**src/rtl/event_irq_arbiter_if.sv**
```systemverilog
// Grant channel from the event IRQ arbiter to the interrupt/CPU side.
// The arbiter drives the grant record and the consumer returns i_Ready.
interface event_irq_arbiter_if #(
  parameter int NUM_CH  = 4,
  parameter int COUNT_W = 4
);
  localparam int CH_ID_W = $clog2(NUM_CH);

  logic               o_Valid;
  logic [CH_ID_W-1:0] o_Chan_Id;
  logic [COUNT_W-1:0] o_Count;
  logic               i_Ready;

  modport master (output o_Valid, output o_Chan_Id, output o_Count, input i_Ready);
  modport slave  (input o_Valid, input o_Chan_Id, input o_Count, output i_Ready);
endinterface

```
**src/rtl/event_irq_arbiter.sv**
```systemverilog
// Latches event pulses as pending requests with saturating counts and
// grants them round-robin, one record per cycle, over a valid/ready channel.
module event_irq_arbiter #(
  parameter int NUM_CH  = 4,
  parameter int COUNT_W = 4
) (
  input  logic                 clk,
  input  logic                 reset,
  input  logic [NUM_CH-1:0]    i_Event,
  input  logic [NUM_CH-1:0]    i_Enable,
  input  logic [NUM_CH-1:0]    i_Ovf_Clr,
  output logic [NUM_CH-1:0]    o_Pending,
  output logic [NUM_CH-1:0]    o_Overflow,
  event_irq_arbiter_if.master  grant_if
);
  localparam int CH_ID_W = $clog2(NUM_CH);
  localparam logic [COUNT_W-1:0] CNT_MAX = '1;

  typedef enum logic {IDLE, OFFER} state_t;

  state_t             state_q, state_d;
  logic [NUM_CH-1:0]  pending_q, pending_d;
  logic [NUM_CH-1:0]  ovf_q, ovf_d;
  logic [COUNT_W-1:0] count_q [NUM_CH];
  logic [COUNT_W-1:0] count_d [NUM_CH];
  logic [CH_ID_W-1:0] last_q, last_d;
  logic [CH_ID_W-1:0] chan_q, chan_d;
  logic [COUNT_W-1:0] ocnt_q, ocnt_d;
  logic [NUM_CH-1:0]  cap, req;
  logic [CH_ID_W-1:0] win;
  logic               sel;

  assign cap = i_Event & i_Enable;
  assign req = pending_q & i_Enable;

  // Descending scan so the nearest requester after last_q is written last and wins.
  always_comb begin
    logic [CH_ID_W-1:0] idx;
    idx = '0;
    win = '0;
    for (int k = NUM_CH; k >= 1; k--) begin
      idx = CH_ID_W'((int'(last_q) + k) % NUM_CH);
      if (req[idx]) win = idx;
    end
  end

  always_comb begin
    state_d = state_q;
    sel     = 1'b0;
    case (state_q)
      IDLE: begin
        if (|req) begin
          sel     = 1'b1;
          state_d = OFFER;
        end
      end
      OFFER: begin
        if (grant_if.i_Ready) begin
          if (|req) sel = 1'b1;
          else      state_d = IDLE;
        end
      end
      default: state_d = IDLE;
    endcase
    last_d = sel ? win : last_q;
    chan_d = sel ? win : chan_q;
    ocnt_d = sel ? count_q[win] : ocnt_q;
  end

  // A same-cycle event on the winner restarts its count at 1 instead of being lost.
  for (genvar gi = 0; gi < NUM_CH; gi++) begin : g_ch
    logic hit;
    logic sat;
    assign hit = sel && (win == CH_ID_W'(gi));
    assign sat = (count_q[gi] == CNT_MAX);
    assign pending_d[gi] = hit ? cap[gi] : (pending_q[gi] | cap[gi]);
    assign count_d[gi]   = hit ? COUNT_W'(cap[gi]) :
                           (cap[gi] && !sat) ? count_q[gi] + 1'b1 : count_q[gi];
    assign ovf_d[gi]     = (!hit && cap[gi] && sat) ? 1'b1 :
                           i_Ovf_Clr[gi] ? 1'b0 : ovf_q[gi];
  end

  always_ff @(posedge clk) begin
    if (reset) begin
      state_q   <= IDLE;
      pending_q <= '0;
      ovf_q     <= '0;
      last_q    <= CH_ID_W'(NUM_CH - 1);
      chan_q    <= '0;
      ocnt_q    <= '0;
      for (int i = 0; i < NUM_CH; i++) count_q[i] <= '0;
    end else begin
      state_q   <= state_d;
      pending_q <= pending_d;
      ovf_q     <= ovf_d;
      last_q    <= last_d;
      chan_q    <= chan_d;
      ocnt_q    <= ocnt_d;
      for (int i = 0; i < NUM_CH; i++) count_q[i] <= count_d[i];
    end
  end

  assign grant_if.o_Valid   = (state_q == OFFER);
  assign grant_if.o_Chan_Id = chan_q;
  assign grant_if.o_Count   = ocnt_q;
  assign o_Pending          = pending_q;
  assign o_Overflow         = ovf_q;
endmodule

```
**src/flat_wrapper.sv**
```systemverilog
// flat-port wrapper written by rule: the top's interface ports become plain ports
module event_irq_arbiter_flat 
#(
  parameter int NUM_CH  = 4,
  parameter int COUNT_W = 4
)
  (clk, reset, i_Event, i_Enable, i_Ovf_Clr, o_Pending, o_Overflow, grant_if_o_Valid, grant_if_o_Chan_Id, grant_if_o_Count, grant_if_i_Ready);
  event_irq_arbiter_if #(.NUM_CH(NUM_CH), .COUNT_W(COUNT_W)) grant_if_i ();
  input  logic clk;
  input  logic reset;
  input  logic [NUM_CH-1:0] i_Event;
  input  logic [NUM_CH-1:0] i_Enable;
  input  logic [NUM_CH-1:0] i_Ovf_Clr;
  output logic [NUM_CH-1:0] o_Pending;
  output logic [NUM_CH-1:0] o_Overflow;
  output wire logic [$bits(grant_if_i.o_Valid)-1:0] grant_if_o_Valid;
  output wire logic [$bits(grant_if_i.o_Chan_Id)-1:0] grant_if_o_Chan_Id;
  output wire logic [$bits(grant_if_i.o_Count)-1:0] grant_if_o_Count;
  input wire logic [$bits(grant_if_i.i_Ready)-1:0] grant_if_i_Ready;
  assign grant_if_o_Valid = grant_if_i.o_Valid;
  assign grant_if_o_Chan_Id = grant_if_i.o_Chan_Id;
  assign grant_if_o_Count = grant_if_i.o_Count;
  assign grant_if_i.i_Ready = grant_if_i_Ready;
  event_irq_arbiter #(.NUM_CH(NUM_CH), .COUNT_W(COUNT_W)) u_core (.clk(clk), .reset(reset), .i_Event(i_Event), .i_Enable(i_Enable), .i_Ovf_Clr(i_Ovf_Clr), .o_Pending(o_Pending), .o_Overflow(o_Overflow), .grant_if(grant_if_i));
endmodule
```
**config.mk**
```make
export PLATFORM = sky130hd
export DESIGN_NAME = event_irq_arbiter_flat
export DESIGN_NICKNAME = d
export VERILOG_FILES = /design/src/rtl/event_irq_arbiter_if.sv /design/src/rtl/event_irq_arbiter.sv /design/src/flat_wrapper.sv
export SDC_FILE = /design/constraint.sdc
export NUM_CORES = 1
export LEC_CHECK = 0
export CELL_PAD_IN_SITES_DETAIL_PLACEMENT = 2
export CELL_PAD_IN_SITES_GLOBAL_PLACEMENT = 2
export CORE_ASPECT_RATIO = 0.5
export CORE_UTILIZATION = 25
export CTS_CLUSTER_DIAMETER = 100
export DETAILED_ROUTE_END_ITERATION = 16
export PLACE_DENSITY = 0.65
export SLEW_MARGIN = 20
export SYNTH_ARGS = -nofsm -noshare
export SYNTH_HDL_FRONTEND = slang
export SYNTH_SLANG_ARGS = --single-unit
```
**constraint.sdc**
```tcl
create_clock -name clk -period 2.3 [get_ports clk]
set_clock_uncertainty 0.1 [all_clocks]
set_input_delay 0.46 -clock clk [delete_from_list [all_inputs] [get_ports clk]]
set_output_delay 0.46 -clock clk [all_outputs]
set_load 0.02 [all_outputs]
```
Word-level counts from Yosys, hierarchy flattened
Memory sizes are Yosys's and may differ from the RTL's. A register that Yosys moved wholly into a read port is not among the register bits.
Index checks and enable logic that the tools add are counted.
- memories: 1
- bits in registers: 13
- bits of input ports: 15
- logic and storage cells: 113
- bits in writable memories: 16
- output and inout port bits: 15
- memories (memory ; words ; width ; rd ports ; clocked after memory_dff ; wr ports ; RTL line ; RTL):
    u_core.count_q ; 4 ; 4 ; 5 ; 1 ; 4 ; event_irq_arbiter.sv:24 ; logic [COUNT_W-1:0] count_q [NUM_CH];
- equality and inequality tests: 7
- magnitude comparators: 4
- reductions and logical operators: 30
- bitwise logic cells: 11
- add/subtract/negate cells: 8
- muxes and demuxes: 44
- operator list (cell ; number):
    4-bit two-way mux ; 12
    1-bit two-way mux ; 22
    4-bit by 1-bit adder with 4-bit output (second input constant) ; 4
    4-bit == test (second input constant) ; 4
    1-bit logical AND ; 16
    2-bit by 3-bit < comparator with 1-bit output (second input constant) ; 4
    4-bit bitwise AND ; 2
    1-bit binary-select mux with 2-bit select ; 4
    1-bit logical NOT ; 8
    2-bit two-way mux ; 4
    1-bit bitwise OR ; 8
    2-bit nonzero test ; 4
    2-bit by 1-bit adder with 2-bit output (second input constant) ; 2
    2-bit adder (second input constant) ; 2
    2-bit == test (second input constant) ; 2
    1-bit case mux with 2 select lines ; 2
    4-bit OR reduction ; 1
    2-bit by 1-bit == test with 1-bit output (second input constant) ; 1
    2-bit logical NOT ; 1
    1-bit NOT ; 1

Depth between registers and ports, before layout
Gate-level depths: netlist of the first run.
- word-level depth: 13
- depth in mapped cells: 9

Worst setup path after synthesis of the first run
OpenSTA, ideal clock, no wires.
- kind: flip-flop to flip-flop
- start: register u_core.pending_q[1] (netlist: u_core.o_Pending[1])
- end: register u_core.ovf_q[0] (netlist: u_core.o_Overflow[0])
- arrival time: 1.757 ns
- cell stages (with the launch flop): 9
- setup slack: 0.378 ns
- data required time: 2.135 ns
- library setup time: 0.065 ns
- path through: dfxtp_1 -> and2_2 -> o211ai_2 -> and3_1 -> buf_6 -> and3_4 -> buf_6 -> o32a_1 -> nor2_1
- cells in the longest elaborated chain, start to end: 13
- elaborated cells between the ends (all ways): 24
- classes of those cells: mux: 16; bitwise: 1; reduce/logical: 7
- ends and longest elaborated chain (element ; RTL line ; RTL):
    start: declaration ; event_irq_arbiter.sv:22 ; logic [NUM_CH-1:0] pending_q, pending_d;
    start signal: assignment ; event_irq_arbiter.sv:94 ; pending_q <= pending_d;
    4-bit bitwise AND * ; event_irq_arbiter.sv:34 ; assign req = pending_q & i_Enable;
    1-bit binary-select mux with 2-bit select ; event_irq_arbiter.sv:43 ; if (req[idx]) win = idx;
    1-bit two-way mux (not written as such) ; event_irq_arbiter.sv:43 ;
    2-bit two-way mux (4 in a row) ; event_irq_arbiter.sv:43 ;
    2-bit logical NOT ; event_irq_arbiter.sv:74 ; assign hit = sel && (win == CH_ID_W'(gi));
    1-bit logical AND * ; event_irq_arbiter.sv:74 ;
    1-bit logical NOT * ; event_irq_arbiter.sv:79 ; assign ovf_d[gi] = (!hit && cap[gi] && sat) ? 1'b1 :
    1-bit logical AND * (2 in a row) ; event_irq_arbiter.sv:79 ;
    1-bit two-way mux or 2-bit nonzero test (tied branches) ; - ;
    end signal: assignment ; event_irq_arbiter.sv:95 ; ovf_q <= ovf_d;
    end: declaration ; event_irq_arbiter.sv:23 ; logic [NUM_CH-1:0] ovf_q, ovf_d;
Mark *: on every way between the ends. The rest lies on a longest branch, timed or not. The select of a mux whose other input is x is not followed.
A chain may end at the register's enable or synchronous reset.

Final worst setup path of the first run
- start: input i_Enable[1]
- end: register u_core.ocnt_q[2] (netlist: u_core.grant_if.o_Count[2]), read port of u_core.count_q
- cells in the longest elaborated chain, start to end: 7
- elaborated cells between the ends (all ways): 17
- classes of those cells: mux: 15; bitwise: 1; reduce/logical: 1
- ends and longest elaborated chain (element ; RTL line ; RTL):
    start: declaration ; flat_wrapper.sv:12 ; input logic [NUM_CH-1:0] i_Enable;
    4-bit bitwise AND * ; event_irq_arbiter.sv:34 ;
    1-bit binary-select mux with 2-bit select ; event_irq_arbiter.sv:43 ;
    1-bit two-way mux (not written as such) ; event_irq_arbiter.sv:43 ;
    2-bit two-way mux (4 in a row) ; event_irq_arbiter.sv:43 ;
    end: declaration ; event_irq_arbiter.sv:28 ; logic [COUNT_W-1:0] ocnt_q, ocnt_d;
Marked as above.

==> key figures, run 1 <==
Run status
  • Outcome: finished clean

Setup path
  • Worst EP required: between 2 and 2.5 ns
  • Critical path buffers and inverters: 2
  • Reg-to-Reg Start: u_core.last_q[1]
  • Crit-path leading delay family: buffers and inverters
  • Number of cells on the critical path: 8
  • Crit Path Class: in2reg
  • Crit path cell chain: clkdlybuf4s50_1 > and2_2 > o211ai_2 > buf_4 > nand2_1 > mux2_2 > o21ai_0 > a221oi_1
  • Reg-to-reg setup timing slack: around 0.32 ns
  • Critical Path Start Type: primary input
  • R2r endpoint: u_core.grant_if.o_Count[2]
  • CP Capture Type: flip-flop
  • CP Max Fanout: 5
  • FF-to-FF path depth: 6
  • Crit path max-delay cell type: clkdlybuf4s50_1
  • CP peak stage delay: around 0.56 ns
  • WP data arrival: between 2 and 2.5 ns
  • Crit. Startpoint: i_Enable[1]

Route
  • Routed wire length: roughly 6000 um
  • Vias post-DR: about 1,800
  • Residual DRC: 0
  • Routed WL per cell: approximately 17 um
  • Via density: about 5
  • Detailed Route Iter0 Violations: 53
  • Post-route ant nets: 0
  • DRT Pass-1 Iters: 6

Timing
  • Final setup violation count: 0
  • Final Max Tran Viols: 0
  • RSZ-0062 raised after global routing: no
  • WHS: about 0.41 ns
  • Period utilization: ~94%
  • Fmax: about 460 MHz
  • Hold Vio Cnt, Final: 0
  • Final min period: between 2 and 2.5 ns
  • Slew of the pin with the lowest slew margin: 0.402 ns
  • Rel. slew slack: between 70% and 80%

Floorplanning
  • Initial Util: a little over a quarter
  • Rows: 21
  • Core area: just under 7000 sq um
  • Die Wd: ~120 um
  • Die Ht: between 60 and 70 um
  • Top Ports: 30
  • Die area: 7510 sq um

Clock tree
  • Hold buffer count at CTS: 0
  • Clk_lat worst skew: about 0.28 ns
  • Cts bufs inserted: 5
  • Clock root cell: clkbuf_16
  • CTS tree: done
  • Clk sink count: 33
  • Post-CTS setup repair buffer count: 0
  • H-tree depth: 2
  • Max Buffers Root-to-Sink: 2
  • Clock-pin slew on the worst setup and hold paths: roughly 0.050 ns

Placed design
  • Placer Congestion: about 0.75
  • Port Buffers: 29
  • Placed Area: between 2000 and 2500 sq um
  • Post-DP HPWL: around 4600 um

Synth
  • List of most frequent post-synthesis cells: dfxtp_1 (33), nor2_1 (24), nand2_1 (19)
  • Post-synth EDFFs: 0
  • Yosys warns: 0
  • Sequential-to-total area share from yosys stat: between 30% and 40%
  • Synth Instances: 213
  • Async SR Flop Fraction: 0%
  • Yosys top cell by area: dfxtp_1
  • Ys flop type: dfxtp_1
  • Top post-synthesis cells by area: dfxtp_1 (37%), mux2i_1 (6.7%), nor2_1 (5.0%), nand3_1 (4.8%), nand2_1 (4.0%)
  • Synth cell types: 48
  • Synthesized area per cell: around 8.4 sq um
  • Top cell type's share of synthesized area: between 30% and 40%
  • Synth Register Bits: 33
  • Top-count cell post-synth: dfxtp_1
  • Syn_nets: 232
  • Post-Syn Area: about 1800 sq um

Finish
  • Final layout net count: ~280
  • Final instance area: between 2000 and 2500 sq um
  • Area growth syn-to-layout: 38.5%
  • Layout cells sized above 1: between 10% and 20%
  • Fillers: ~770
  • # diodes: 0

Flow run
  • Max cap viols: 0

Pwr
  • Switch Pwr: 455 uW
  • Maximum vdd drop: between 0.0002 and 0.0003 V
  • Share of power burned in combinational logic: between 10% and 20%
  • Pwr dens: 673 nW/um^2
  • Reg power frac: around two fifths
  • Clk network pwr share: between 40% and 50%
  • Int Pwr: approximately 1.2 mW
  • Static leakage power: slightly below 1 nW
  • Net Sw Frac: between 20% and 30%

GRT
  • Tot GR Track Use: 17.4%
  • Largest net degree at the start of global routing: 36
  • Grt ovf: 0
  • First-pass GRT wire length: about 9500 um
  • Vias in the first global route: approximately 1,800
  • Initial antenna violation count: 0

Worst hold path
  • Worst Hold Class: reg2reg
  • Worst hold path depth: 2
  • Hold Startpoint: u_core.grant_if.o_Chan_Id[0]
  • Hold Path End: u_core.grant_if.o_Chan_Id[0]
-- cell type report --
type / count / area [sq um] / share of cell area, %
Sequential cell: 33 / 661 / 26.7
Clock buffer: 7 / 153 / 6.17
Clock inverter: 1 / 5.00 / 0.202
Timing Repair Buffer: 51 / 469 / 19.0
Inverter: 4 / 15.0 / 0.607
Multi-Input combinational cell: 167 / 1060 / 42.7
Tap cell: 92 / 115 / 4.65
-- through the flow --
step                instances  setup TNS, ns  setup WS [ns]  total power, mW  util, %
detailed placement        347          -2.08         -0.280            0.961     33.9
CTS                       355              0         0.0707             1.69     36.2
floorplan                 213              0          0.378            0.811        -
global placement          347          -1.27         -0.166            0.950     33.9
finish                    355              0          0.133             1.67     36.4
global route              355              0         0.0486             1.76     36.4
-- worst max-delay path by stage --
stage / slack, ns / end
after CTS: 0.07 / u_core.grant_if.o_Count[2]
after detailed placement: -0.28 / u_core.grant_if.o_Count[2]
after floorplan: 0.38 / u_core.o_Overflow[0]
after global routing: 0.05 / u_core.grant_if.o_Count[2]
final: 0.13 / u_core.grant_if.o_Count[2]
after global placement: -0.17 / u_core.grant_if.o_Count[2]
-- layout by cell type (no fill, tap or decap), types with 3 or more instances in the layout --
cell type,instances
a21o_1,3
a21oi_1,10
a31oi_1,7
buf_4,21
clkbuf_16,5
clkdlybuf4s50_1,27
dfxtp_1,33
ha_1,4
inv_1,4
mux2i_1,12
nand2_1,19
nand2b_1,4
nand3_1,17
nand3b_1,3
nor2_1,24
nor2b_1,6
nor3_1,11
o21ai_0,5
-- cell families after synthesis --
family | synth area share, %
fa+ha+maj | 2.80
compound gates | 19.0
xor+xnor | 1.96
flops | 37.0
mux | 7.98
simple gates | 27.0
buf+inv | 4.20
-- power groups by stage --
stage               clock (mW)  combinational (mW)  sequential (mW)
global placement             0               0.299            0.651
detailed placement           0               0.309            0.652
floorplan                    0               0.160            0.650
finish                   0.717               0.309            0.640
CTS                      0.737               0.311            0.640
global route             0.770               0.340            0.645
-- layer usage --
metal / track usage, % / wire, um / vias to the layer above
met5: 0 / 0 / -
met4: 4.23 / 66 / 0
met3: 4.38 / 146 / 7
met2: 28.3 / 2720 / 20
met1: 23.5 / 3050 / 881
li1: - / - / 880
-- sequential cells by signal (all words and copies together), names as in the netlist --
| register | count |
|---|---|
| u_core.o_Overflow | 4 |
| u_core.grant_if.o_Count | 4 |
| u_core.grant_if.o_Valid | 1 |
| u_core.count_q | 16 |
| u_core.grant_if.o_Chan_Id | 2 |
| u_core.o_Pending | 4 |
| u_core.last_q | 2 |
-- timing repair --
action | in CTS | in global routing
setup endpoints to repair | 1 | 7
hold endpoints to repair | 0 | 0
resized for setup | 1 | 4
pin swaps | 0 | 2
-- worst min-delay path: stages (launching register included) --
cell and delay (ns):
dfxtp_1 0.31, nor2_1 0.11, nor3_1 0.05
Note: power is estimated with default switching activity, not from simulation.
==> run 2, diff against run 1 <==
==> constraint.sdc (replaced) <==
create_clock -name clk -period 2.4 [get_ports clk]
set_clock_uncertainty 0.1 [all_clocks]
set_input_delay 0.48 -clock clk [delete_from_list [all_inputs] [get_ports clk]]
set_output_delay 0.48 -clock clk [all_outputs]
set_load 0.02 [all_outputs]
==> run 2 against run 1 <==
  * Critical path type unchanged
  * Clock power is 6.4% higher
  * Combinational power is 4% lower
  * Die area stayed put
  * Clock-buffer cell count stayed put
  * Power is 0.38% higher
  * Setup slack better by 0.050 ns
  * Flip-flop and latch count stayed put
  * Final cell count is 0.85% higher
  * Sequential share of layout area is 0.24 points lower
  * Critical path depth stayed put
  * Largest cell class unchanged
  * Highest routed layer unchanged
==> key figures, run 2 (same netlist as run 1, synthesis figures left out) <==
GRT
  • First-pass GRT wire length: 9560 um (+0.22%)
  • Tot GR Track Use: 17.3% (-0.095 points)
  • Largest net degree at the start of global routing: 18 (-50%)
  • Grt ovf: 0 (unchanged)
  • Vias in the first global route: 1,882 (+6.4%)
  • Initial antenna violation count: 0 (unchanged)

Route
  • Via density: 5.08 (+0.83%)
  • Detailed Route Iter0 Violations: 49 (-7.5%)
  • Residual DRC: 0 (unchanged)
  • Post-route ant nets: 0 (unchanged)
  • Routed wire length: 5930 um (-1.0%)
  • DRT Pass-1 Iters: 4 (-2)
  • Routed WL per cell: 16.6 um (-1.8%)
  • Vias post-DR: 1,818 (+1.7%)

Timing
  • Hold Vio Cnt, Final: 0 (unchanged)
  • Fmax: roughly 450 MHz
  • Period utilization: 92.4%
  • Setup TNS: 0 ns (unchanged)
  • Final setup violation count: 0 (unchanged)
  • Slew of the pin with the lowest slew margin: 0.658 ns (+0.257 ns)
  • Final WS setup: 0.183 ns (+0.0502 ns)
  • Rel. slew slack: 56.0% (-17 points)
  • Final min period: between 2 and 2.5 ns
  • RSZ-0062 raised after global routing: no
  • Final Max Tran Viols: 0 (unchanged)

Clock tree
  • Hold buffer count at CTS: 0 (unchanged)
  • Max Buffers Root-to-Sink: 2 (unchanged)
  • Clk_lat worst skew: 0.28 ns (about the same)
  • Clock-pin slew on the worst setup and hold paths: 0.05 ns (about the same)
  • CTS tree: done
  • Clock root cell: clkbuf_16
  • Clk sink count: 33 (unchanged)
  • Cts bufs inserted: 5 (unchanged)
  • Post-cts resize count: 0 (-1)
  • Post-CTS setup repair buffer count: 0 (unchanged)
  • H-tree depth: 2 (unchanged)

Finish
  • Reg with most FFs: u_core.count_q
  • Area growth syn-to-layout: 39.8%
  • Most frequent cells in the layout: dfxtp_1 (33), clkdlybuf4s50_1 (29), buf_4 (25), nor2_1 (24), nand2_1 (19)
  • Max FFs per register: 16 (unchanged)
  • Finished Core Util: 36.7% (+0.33 points)
  • Final layout net count: 284 (+1.1%)
  • Layout cells sized above 1: 15.8% (+0.58 points)
  • Most common cell after layout, fill and taps aside: dfxtp_1
  • Fin cells: 358 (+0.85%)
  • # diodes: 0 (unchanged)

Pwr
  • Static leakage power: 0.997 nW (+0.39%)
  • Pwr dens: 670 nW/um^2 (-0.52%)
  • Maximum vdd drop: 0.000241 V (-17%)
  • Power Total: 1.67 mW (+0.38%)

Setup path
  • FF-to-FF path depth: 7 (+1)
  • Reg-to-reg setup timing slack: 0.43 ns (+0.11 ns)
  • WP data arrival: 2.30 ns (+0.08 ns)
  • Crit path cell chain: clkdlybuf4s50_1 > nand2_1 > buf_4 > a21o_1 > a32o_1 > a21oi_2 > mux2i_1 > a221oi_1
  • Crit path max-delay cell type: clkdlybuf4s50_1
  • R2r endpoint: u_core.count_q[1][0]
  • Reg-to-Reg Start: u_core.last_q[1]
  • Crit Path Class: in2reg
  • CP peak stage delay: 0.58 ns (+0.02 ns)
  • Worst EP required: 2.49 ns (+0.14 ns)
  • CP Capture Type: flip-flop
  • Critical Path Start Type: primary input
  • Crit-path leading delay family: compound AO/OA/AOI/OAI gates
  • Critical path buffers and inverters: 2 (unchanged)
  • CP Max Fanout: 6 (+1)

Worst hold path
  • Hold Startpoint: u_core.grant_if.o_Chan_Id[0]
  • Hold Path End: u_core.grant_if.o_Chan_Id[0]
  • Worst Hold Class: reg2reg
  • Worst hold path depth: 2 (unchanged)

Floorplanning
  • Initial Util: 26.3% (unchanged)
  • Die Wd: 122 um (unchanged)
  • Rows: 21 (unchanged)
  • Top Ports: 30 (unchanged)
  • Die Ht: 61.8 um (unchanged)
  • Core area: 6810 sq um (unchanged)
  • Die area: 7510 sq um (unchanged)

Placed design
  • Post-DP HPWL: 4600 um (+0.24%)
  • Place WS: -0.102 ns (+0.178 ns)
  • Inst Count DP: 350 (+0.86%)
  • Port Buffers: 29 (unchanged)
  • Placer Congestion: 0.753 (+1.1%)

Run status
  • Outcome: finished clean

Flow run
  • Max cap viols: 0 (unchanged)
-- run 2: cell count changes in the layout (fill, tap and decap cells not counted) --
cell	before	now
a21boi_1	1	0
bufinv_16	0	1
clkinv_2	1	0
buf_12	1	0
buf_4	21	25
a2111oi_0	1	2
a21boi_0	0	1
dlymetal6s2s_1	1	0
clkdlybuf4s50_1	27	29
a2111oi_1	1	0
clkbuf_8	2	1
clkbuf_1	0	1
dlygate4sd2_1	1	0
-- run 2: layer usage --
metal | global-route usage (%) | vias up | part of all wire, %
met2 | 28.1 | 29 | 45
met4 | 5.64 | 0 | 1.1
li1 | - | 892 | -
met5 | 0 | - | 0
met1 | 22.9 | 888 | 51
met3 | 4.56 | 9 | 3.5
-- run 2: metrics by stage --
step	area, sq um	hold WS [ns]
4_1_cts	2490	0.403
6_report	2500	0.397
2_1_floorplan	1790	0.385
3_3_place_gp	2320	0.370
5_1_grt	2500	0.429
3_5_place_dp	2320	0.392
-- run 2: area by class of cell --
class	instances	area, sq um
Fill cell	778	4310
Multi-Input combinational cell	167	1060
Sequential cell	33	661
Timing Repair Buffer	54	478
Clock buffer	7	143
Tap cell	92	115
Clock inverter	1	30.0
Inverter	4	15.0
-- run 2: how the worst max path moves through the flow --
| stage | start | end | slack (ns) | cells after the start |
|---|---|---|---|---|
| finish | i_Enable[0] | u_core.grant_if.o_Count[2] | 0.18 | 8 |
| detailed placement | i_Enable[0] | u_core.grant_if.o_Count[1] | -0.10 | 8 |
| global placement | i_Enable[0] | u_core.grant_if.o_Count[2] | -0.08 | 8 |
| floorplan | u_core.o_Pending[1] | u_core.o_Overflow[0] | 0.48 | 8 |
| CTS | i_Enable[0] | u_core.count_q[2][2] | 0.14 | 7 |
| global route | i_Enable[0] | u_core.count_q[3][0] | 0.007 | 8 |
-- run 2: power breakdown --
| part | switching (mW) | internal [mW] |
|---|---|---|
| Clock | 0.244 | 0.519 |
| Sequential | 0.0375 | 0.575 |
| Combinational | 0.149 | 0.148 |
| Total | 0.431 | 1.24 |
-- run 2: worst reg2reg max path: cells and delay by family, from the launching register on --
kind	cells	cell delay (ns)
AO/OA/AOI/OAI	2	0.44
buffers and inverters	2	0.33
AND/OR/NAND/NOR	3	0.49
flip-flops	1	0.53
==> run 3, diff against run 2 <==
--- a/config.mk
+++ b/config.mk
@@ -11,8 +11,8 @@
 export CORE_UTILIZATION = 25
 export CTS_CLUSTER_DIAMETER = 100
 export DETAILED_ROUTE_END_ITERATION = 16
+export MAX_ROUTING_LAYER = met4
 export PLACE_DENSITY = 0.65
-export SLEW_MARGIN = 20
 export SYNTH_ARGS = -nofsm -noshare
 export SYNTH_HDL_FRONTEND = slang
 export SYNTH_SLANG_ARGS = --single-unit
==> run 3 against run 2 <==
  * Final cell count is the same
  * Fmax about the same
  * Power hardly changed
  * Sequential power barely moved
  * Flip-flop and latch count did not move
  * Setup slack lost 0.0016 ns
  * Sequential share of layout area unchanged
  * Cell area unchanged
  * Non-clock buffer count did not move
  * Critical path type unchanged
  * Largest power group unchanged
==> key figures, run 3 (same netlist as run 1, synthesis figures left out) <==
Route
  • Routed WL per cell: 16.6 um (+0.12%)
  • Detailed Route Iter0 Violations: 50 (+2.0%)
  • Vias post-DR: 1,822 (+0.22%)
  • DRT Pass-1 Iters: 4 (unchanged)
  • Via density: 5.09 (+0.22%)
  • Post-route ant nets: 0 (unchanged)
  • Residual DRC: 0 (unchanged)
  • Routed wire length: 5930 um (+0.12%)

Setup path
  • Reg-to-Reg Start: u_core.last_q[1]
  • Crit path cell chain: clkdlybuf4s50_1 > nand2_1 > buf_4 > a21o_1 > a32o_1 > a21oi_2 > mux2i_1 > a221oi_1
  • WP data arrival: 2.30 ns (about the same)
  • CP Capture Type: flip-flop
  • Reg-to-reg setup timing slack: 0.41 ns (-0.02 ns)
  • Worst EP required: 2.48 ns (about the same)
  • Crit Path Class: in2reg
  • FF-to-FF path depth: 7 (unchanged)
  • R2r endpoint: u_core.count_q[1][0]
  • CP Max Fanout: 6 (unchanged)
  • Crit path max-delay cell type: clkdlybuf4s50_1
  • Crit. Startpoint: i_Enable[0]
  • CP peak stage delay: 0.58 ns (about the same)
  • Critical Path Start Type: primary input

Floorplanning
  • Rows: 21 (unchanged)
  • Die Ht: 61.8 um (unchanged)
  • Die area: 7510 sq um (unchanged)
  • Initial Util: 26.3% (unchanged)
  • Core area: 6810 sq um (unchanged)
  • Top Ports: 30 (unchanged)
  • Die Wd: 122 um (unchanged)

Clock tree
  • Max Buffers Root-to-Sink: 2 (unchanged)
  • Clk_lat worst skew: 0.28 ns (about the same)
  • H-tree depth: 2 (unchanged)
  • Cts bufs inserted: 5 (unchanged)
  • Post-cts resize count: 0 (unchanged)
  • Clock root cell: clkbuf_16
  • Post-CTS setup repair buffer count: 0 (unchanged)
  • Hold buffer count at CTS: 0 (unchanged)
  • Clock-pin slew on the worst setup and hold paths: 0.05 ns (about the same)
  • Clk sink count: 33 (unchanged)
  • CTS tree: done

Worst hold path
  • Hold Path End: u_core.grant_if.o_Chan_Id[0]
  • Worst hold path depth: 2 (unchanged)
  • Hold Startpoint: u_core.grant_if.o_Chan_Id[0]
  • Worst Hold Class: reg2reg

Finish
  • Finished Core Util: 36.7% (unchanged)
  • Most frequent cells in the layout: dfxtp_1 (33), clkdlybuf4s50_1 (29), buf_4 (25), nor2_1 (24), nand2_1 (19)
  • Final layout net count: 284 (unchanged)
  • Area growth syn-to-layout: 39.8% (unchanged)
  • Most common cell after layout, fill and taps aside: dfxtp_1
  • Layout cells sized above 1: 15.8% (unchanged)
  • Reg with most FFs: u_core.count_q
  • Final instance area: 2500 sq um (unchanged)
  • # diodes: 0 (unchanged)
  • Max FFs per register: 16 (unchanged)
  • Fillers: 778 (unchanged)

GRT
  • Largest net degree at the start of global routing: 18 (unchanged)
  • Vias in the first global route: 1,885 (+0.16%)
  • First-pass GRT wire length: 9550 um (about the same)
  • Tot GR Track Use: 17.9% (+0.55 points)
  • Grt ovf: 0 (unchanged)
  • Initial antenna violation count: 0 (unchanged)

Flow run
  • Max cap viols: 0 (unchanged)

Timing
  • Rel. slew slack: 55.5% (-0.52 points)
  • Final setup violation count: 0 (unchanged)
  • Period utilization: 92.4% (about the same)
  • Fmax: 451 MHz (about the same)
  • Final min period: 2.22 ns (+0.00161 ns)
  • Setup TNS: 0 ns (unchanged)
  • RSZ-0062 raised after global routing: no
  • Final Max Tran Viols: 0 (unchanged)
  • Hold Vio Cnt, Final: 0 (unchanged)
  • Slew of the pin with the lowest slew margin: 0.666 ns (+0.00777 ns)

Pwr
  • Maximum vdd drop: 0.000241 V (about the same)
  • Pwr dens: 670 nW/um^2 (about the same)
  • Static leakage power: 0.997 nW (unchanged)

Placed design
  • Port Buffers: 29 (unchanged)
  • Placed Area: 2320 sq um (unchanged)
  • Post-DP HPWL: 4600 um (unchanged)
  • Placer Congestion: 0.763 (+1.3%)

Run status
  • Outcome: finished clean
[run 3: cell counts in the layout (fill, tap and decap cells not counted)]
Identical to the previous run, type by type.
[run 3: how the worst max path moves through the flow]
stage	cells past startpoint	endpoint	slack (ns)
6_report	8	u_core.grant_if.o_Count[2]	0.18
5_1_grt	8	u_core.count_q[3][0]	0.005
4_1_cts	7	u_core.count_q[2][2]	0.14
3_5_place_dp	8	u_core.grant_if.o_Count[1]	-0.10
3_3_place_gp	8	u_core.grant_if.o_Count[2]	-0.08
2_1_floorplan	8	u_core.o_Overflow[0]	0.48
[run 3: final cells by class]
class	instances	area [sq um]	share of cell area [%]
Clock buffer	7	143	5.71
Clock inverter	1	30.0	1.20
Inverter	4	15.0	0.601
Multi-Input combinational cell	167	1060	42.3
Sequential cell	33	661	26.5
Tap cell	92	115	4.61
Timing Repair Buffer	54	478	19.1
[run 3: power by group]
group,internal (mW),switching (mW),total (mW)
Clock,0.519,0.244,0.763
Combinational,0.148,0.150,0.297
Sequential,0.575,0.0376,0.613
Total,1.24,0.432,1.67
[run 3: critical path, delay by kind of cell]
kind / cells / cell delay [ns]
compound gates: 4 / 0.85
mux: 1 / 0.12
buf+inv: 2 / 0.74
simple gates: 1 / 0.11
[run 3: per-stage QoR]
stage	std cells	setup slack [ns]	power, mW	hold slack [ns]
6_report	358	0.181	1.67	0.397
5_1_grt	358	0.00533	1.75	0.429
4_1_cts	358	0.141	1.69	0.403
3_5_place_dp	350	-0.102	0.919	0.392
3_3_place_gp	350	-0.0844	0.912	0.370
2_1_floorplan	213	0.478	0.777	0.385
[run 3: layer usage]
layer / GRT usage (%) / wire length (um)
met5: - / 0
met4: 5.64 / 63
met3: 4.20 / 193
met2: 28.0 / 2660
met1: 23.1 / 3010
